### src/rtl/game_time_display.sv
// Game time display: converts the 10-bit game-clock count to BCD with a
// sequential double-dabble engine, drives four active-low 7-segment digits
// and reports when the converted time has reached TIME_LIMIT.
//
// Handshake: there is no valid/ready pair. A conversion starts when the FSM
// is idle and count_in differs from the last converted value. busy stays high
// until the DONE edge, on which bcd_out, HEX0..HEX3, time_up and
// time_up_pulse all update together and busy falls. Changes to count_in while
// busy are not queued; whatever count_in holds once idle is converted next.
module game_time_display #(
   parameter logic [9:0] TIME_LIMIT    = 10'd600,
   parameter bit         BLANK_LEADING = 1'b1
) (
   input  logic        CLOCK10M,
   input  logic        RST_N,
   input  logic [9:0]  count_in,
   output logic [15:0] bcd_out,
   output logic [6:0]  HEX0,
   output logic [6:0]  HEX1,
   output logic [6:0]  HEX2,
   output logic [6:0]  HEX3,
   output logic        busy,
   output logic        time_up,
   output logic        time_up_pulse,
   output logic [1:0]  fsm_state
);

   typedef enum logic [1:0] {
      IDLE  = 2'd0,
      SHIFT = 2'd1,
      DONE  = 2'd2
   } state_t;

   localparam logic [6:0] SEG_BLANK    = 7'b1111111;
   localparam logic [6:0] SEG_ZERO     = 7'b1000000;
   localparam logic [6:0] LEAD_RST_SEG = BLANK_LEADING ? SEG_BLANK : SEG_ZERO;

   state_t      state;
   state_t      state_next;
   logic [9:0]  last_val;
   logic [9:0]  captured;
   logic [9:0]  bin_sr;
   logic [15:0] acc;
   logic [3:0]  iter;
   logic [15:0] acc_adj;
   logic [25:0] shifted;
   logic        start;
   logic        tu_next;
   logic        blank3;
   logic        blank2;
   logic        blank1;
   logic [6:0]  hex0_next;
   logic [6:0]  hex1_next;
   logic [6:0]  hex2_next;
   logic [6:0]  hex3_next;

   // Active-low {g,f,e,d,c,b,a} pattern for one BCD digit.
   function automatic logic [6:0] seg_decode(input logic [3:0] d);
      logic [6:0] s;
      case (d)
         4'd0:    s = 7'b1000000;
         4'd1:    s = 7'b1111001;
         4'd2:    s = 7'b0100100;
         4'd3:    s = 7'b0110000;
         4'd4:    s = 7'b0011001;
         4'd5:    s = 7'b0010010;
         4'd6:    s = 7'b0000010;
         4'd7:    s = 7'b1111000;
         4'd8:    s = 7'b0000000;
         4'd9:    s = 7'b0010000;
         default: s = SEG_BLANK;
      endcase
      return s;
   endfunction

   // Double-dabble correction: every nibble >= 5 gets 3 added before the shift.
   function automatic logic [15:0] add3_nibbles(input logic [15:0] a);
      logic [15:0] r;
      for (int n = 0; n < 4; n++) begin
         r[n*4 +: 4] = (a[n*4 +: 4] >= 4'd5) ? a[n*4 +: 4] + 4'd3 : a[n*4 +: 4];
      end
      return r;
   endfunction

   assign fsm_state = state;
   assign start     = (count_in != last_val);
   assign tu_next   = (captured >= TIME_LIMIT);

   // One double-dabble step: correct nibbles, then shift {acc, bin} left.
   always_comb begin
      acc_adj = add3_nibbles(acc);
      shifted = {acc_adj, bin_sr} << 1;
   end

   // Digit decode of the finished accumulator, with optional leading blanking.
   always_comb begin
      blank3    = BLANK_LEADING && (acc[15:12] == 4'd0);
      blank2    = blank3 && (acc[11:8] == 4'd0);
      blank1    = blank2 && (acc[7:4] == 4'd0);
      hex0_next = seg_decode(acc[3:0]);
      hex1_next = blank1 ? SEG_BLANK : seg_decode(acc[7:4]);
      hex2_next = blank2 ? SEG_BLANK : seg_decode(acc[11:8]);
      hex3_next = blank3 ? SEG_BLANK : seg_decode(acc[15:12]);
   end

   // FSM state register.
   always_ff @(posedge CLOCK10M or negedge RST_N) begin
      if (!RST_N) state <= IDLE;
      else        state <= state_next;
   end

   // FSM next state: ten shift steps, then one DONE edge to publish results.
   always_comb begin
      state_next = state;
      case (state)
         IDLE:    if (start) state_next = SHIFT;
         SHIFT:   if (iter == 4'd9) state_next = DONE;
         DONE:    state_next = IDLE;
         default: state_next = IDLE;
      endcase
   end

   // Conversion datapath and registered outputs.
   always_ff @(posedge CLOCK10M or negedge RST_N) begin
      if (!RST_N) begin
         last_val      <= 10'd0;
         captured      <= 10'd0;
         bin_sr        <= 10'd0;
         acc           <= 16'd0;
         iter          <= 4'd0;
         bcd_out       <= 16'd0;
         HEX0          <= SEG_ZERO;
         HEX1          <= LEAD_RST_SEG;
         HEX2          <= LEAD_RST_SEG;
         HEX3          <= LEAD_RST_SEG;
         busy          <= 1'b0;
         time_up       <= 1'b0;
         time_up_pulse <= 1'b0;
      end else begin
         time_up_pulse <= 1'b0;
         case (state)
            IDLE: begin
               if (start) begin
                  bin_sr   <= count_in;
                  captured <= count_in;
                  acc      <= 16'd0;
                  iter     <= 4'd0;
                  busy     <= 1'b1;
               end
            end
            SHIFT: begin
               acc    <= shifted[25:10];
               bin_sr <= shifted[9:0];
               iter   <= iter + 4'd1;
            end
            DONE: begin
               bcd_out       <= acc;
               last_val      <= captured;
               HEX0          <= hex0_next;
               HEX1          <= hex1_next;
               HEX2          <= hex2_next;
               HEX3          <= hex3_next;
               time_up       <= tu_next;
               time_up_pulse <= tu_next & ~time_up;
               busy          <= 1'b0;
            end
            default: ;
         endcase
      end
   end

endmodule

### config.mk
export PLATFORM = sky130hd
export DESIGN_NAME = game_time_display
export DESIGN_NICKNAME = d
export VERILOG_FILES = /design/src/rtl/game_time_display.sv
export SDC_FILE = /design/constraint.sdc
export NUM_CORES = 1
export LEC_CHECK = 0
export BUFFER_PORTS_ARGS = -buffer_cell sky130_fd_sc_hd__clkbuf_2
export CAP_MARGIN = 20
export CORE_ASPECT_RATIO = 1.25
export CORE_MARGIN = 2
export CORE_UTILIZATION = 63
export DETAILED_ROUTE_END_ITERATION = 10
export MAX_ROUTING_LAYER = met4
export PLACE_DENSITY = 0.94
export SYNTH_ARGS = -nofsm -noshare
export SYNTH_HDL_FRONTEND = slang
export SYNTH_SLANG_ARGS = --single-unit
### constraint.sdc
create_clock -name CLOCK10M -period 5.4 [get_ports CLOCK10M]
set_input_delay 0.27 -clock CLOCK10M [delete_from_list [all_inputs] [get_ports CLOCK10M]]
set_output_delay 0.27 -clock CLOCK10M [all_outputs]
set_load 0.02 [all_outputs]
==> results by group <==
Run status
  • Status: finished, final reports clean

Synthesis
  • Post-synth top area share: 0.385
  • Sequential area share after synthesis: 0.501
  • YS warnings: 0
  • FFs w/ async S/R, synth: 1.00
  • Synth cell types: 50
  • Gate Count Post-Synth: 512
  • Synth Flop Type: dfrtp_1
  • Syn_nets: 546
  • Mapped Area: 5000 um^2
  • Post-synth EDFFs: 0
  • Main area contributors after synthesis: dfrtp_1, dfstp_2, nand2_1
  • Synthesized area per cell: 9.77 um^2
  • Seq cells post-synth: 99
  • Synth area leader: dfrtp_1

Routing
  • WL/cell: 16.2 um
  • Total detailed-routing wirelength: 10,600 um
  • Vias: 3,946
  • Top Metal Used: met4
  • Initial DRT Pass Iterations: 5
  • DR iter-0 viols: 311
  • Met2 routed WL: 5310 um
  • DRC errors left: 0
  • Metal-1 WL: 4470 um
  • Via density: 6.02
  • Met3 WL: 498 um
  • Post-route ant nets: 0

Timing
  • Final hold vios: 0
  • Final period util: 0.457
  • Total Negative Setup Slacks: 0 ps
  • Clock Skew: 14.3 ps
  • Slew margin rel.: 0.335
  • Setup ws final: 2930 ps
  • Tmin final: 2470 ps
  • Worst Tran Pin Value: 998 ps
  • FMAX: 406 MHz
  • Final slew viol count: 0
  • # setup viols final: 0
  • Unrepaired setup endpoints after global routing: false

Global routing
  • GRT Overall Usage: 0.263
  • Gr ovfl total: 0
  • First-pass GRT wire length: 17,900 um
  • Initial antenna violation count: 0
  • Vias in the first global route: 3,872
  • Largest net degree at the start of global routing: 68

Cells and area
  • # diodes: 0
  • Final-stage net count: 590
  • Share of layout cells above drive strength 1: 0.210
  • Syn-to-layout area delta: 10.8%

Power
  • Sw Ratio: 0.425
  • Internal power: 2.00 mW
  • Worst vdd ir: 0.339 mV
  • Reg power frac: 0.403
  • Pwr dens: 626 nW/um^2
  • Clock power frac: 0.149
  • Leakage: 2.62 nW
  • Net Sw Power: 1.47 mW
  • Comb pwr share: 0.449

CTS
  • CTS root buf: clkbuf_8
  • Clk_lat worst skew: 380 ps
  • H-Tree Depth: 3
  • Clk sinks: 99
  • Total CTS buffers: 9
  • Deepest clock path buffer count: 2
  • Clock slew seen by the registers of the worst setup and hold paths: 90 ps
  • Post-cts sizing count: 0
  • CTS tree: yes

Floorplan
  • Core area: 7750 um^2
  • Starting Density: 0.646
  • Die ar.: 8670 um^2
  • Site row count: 36
  • Die Span X: 83.7 um
  • IO Pins: 61
  • Die height: 104 um

Worst setup path
  • Setup crit start: fsm_state[1]
  • Arr. time, crit path: 2730 ps
  • Crit path max fanout: 36
  • Crit end category: register
  • Req. time, crit path: 5660 ps
  • CP Class: reg -> reg
  • Reg2reg setup slack: 2930 ps
  • Worst Reg-to-Reg Cells: 4
  • Worst R2R Start: fsm_state[1]
  • Worst r2r dst: captured[3]
  • CP Launch Type: register

Placed design
  • Port Buffers: 60
  • DP Wirelength: 7230 um
  • Pre-CTS setup slack: 3000 ps
  • GPL Wtd Cong: 0.891

Worst hold path
  • Worst min-delay path startpoint: count_in[0]
  • Worst Hold Depth: 2
  • Hold path endpoint: bin_sr[0]
  • Hold Path Class: in -> reg

Run
  • Max-Cap Viols: 0
==> worst max-delay path by stage <==
stage                     slack, ps  cells after the start           to
after detailed placement       3000                      4  captured[3]
after global routing           2790                      4  captured[3]
after floorplan                3610                      5    bin_sr[3]
final                          2930                      4  captured[3]
after CTS                      2990                      4  captured[3]
after global placement         3090                      4  captured[1]
==> placed cells by master, fill, tap and decap left out, types with 6 or more instances in the layout <==
cell type  count
a31oi_1        6
mux2i_1        8
ha_1          22
inv_1         24
a22o_1         9
xor2_1        12
o22ai_1       15
o21ai_0       45
a21oi_1       22
nor3_1         7
nand2_1       93
clkbuf_8       9
dfstp_2       22
o22a_1         8
nand2b_1       7
o31ai_1        8
dfrtp_1       77
nor2b_1        8
nor2_1        23
mux2_2         7
clkbuf_2      59
==> registers in the layout, summed over array words and instances, names as in the netlist, 4 cells and up <==
name	cells
iter	4
captured	10
bin_sr	10
HEX1	7
bcd_out	16
HEX3	7
HEX2	7
last_val	10
acc	16
HEX0	7
==> repair_timing <==
action,4_1_cts,5_1_grt
hold buffers,1,0
buffers inserted,0,0
hold endpoints to repair,14,0
==> cells in the mapped netlist (8+ instances only) <==
cell	instances
o21ai_0	45
ha_1	22
clkbuf_1	25
nand2b_1	8
o22ai_1	15
nor2b_1	9
o22a_1	8
dfstp_2	22
mux2i_1	8
nor2_1	23
o31ai_1	8
a21oi_1	22
nand2_1	93
dfrtp_1	77
xor2_1	12
a22o_1	9
inv_1	24
==> critical path, cell delays in order (launching register included) <==
cell and delay (ps):
dfrtp_1 570, nor2_1 380, inv_1 150, a31oi_4 810
mux2_2 430
==> power groups by stage <==
stage / Clock (mW) / Combinational (mW) / Sequential (mW)
global placement: 0 / 1.47 / 1.38
finish: 0.516 / 1.56 / 1.40
detailed placement: 0 / 1.53 / 1.41
global route: 0.548 / 1.74 / 1.44
CTS: 0.521 / 1.56 / 1.39
floorplan: 0 / 1.08 / 1.45
==> logic make-up after synthesis <==
kind of cell,Yosys count,synth area share
flops,99,0.501
mux,15,0.0318
simple gates,162,0.151
buf+inv,56,0.0448
fa+ha+maj,22,0.0550
xor+xnor,16,0.0280
compound gates,142,0.189
==> layout make-up <==
cell class | instances | area, um^2
Clock buffer | 11 | 131
Inverter | 24 | 90.1
Tap cell | 95 | 119
Multi-Input combinational cell | 357 | 2280
Timing Repair Buffer | 65 | 343
Clock inverter | 5 | 77.6
Sequential cell | 99 | 2500
Fill cell | 565 | 2200
==> per-stage QoR <==
stage | total power, mW | util | area [um^2] | hold slack (ps) | cells
2_1_floorplan | 2.52 | - | 5000 | -25.6 | 512
3_3_place_gp | 2.85 | 0.687 | 5330 | 216 | 639
3_5_place_dp | 2.94 | 0.687 | 5330 | 229 | 639
4_1_cts | 3.47 | 0.716 | 5540 | 172 | 656
5_1_grt | 3.73 | 0.716 | 5540 | 193 | 656
6_report | 3.47 | 0.716 | 5540 | 192 | 656
==> routing by layer <==
layer,up-vias,track usage
li1,1868,-
met1,1917,0.342
met2,128,0.397
met3,33,0.0494
met4,0,0.136
met5,-,-
Note: power is estimated with default switching activity, not from simulation.
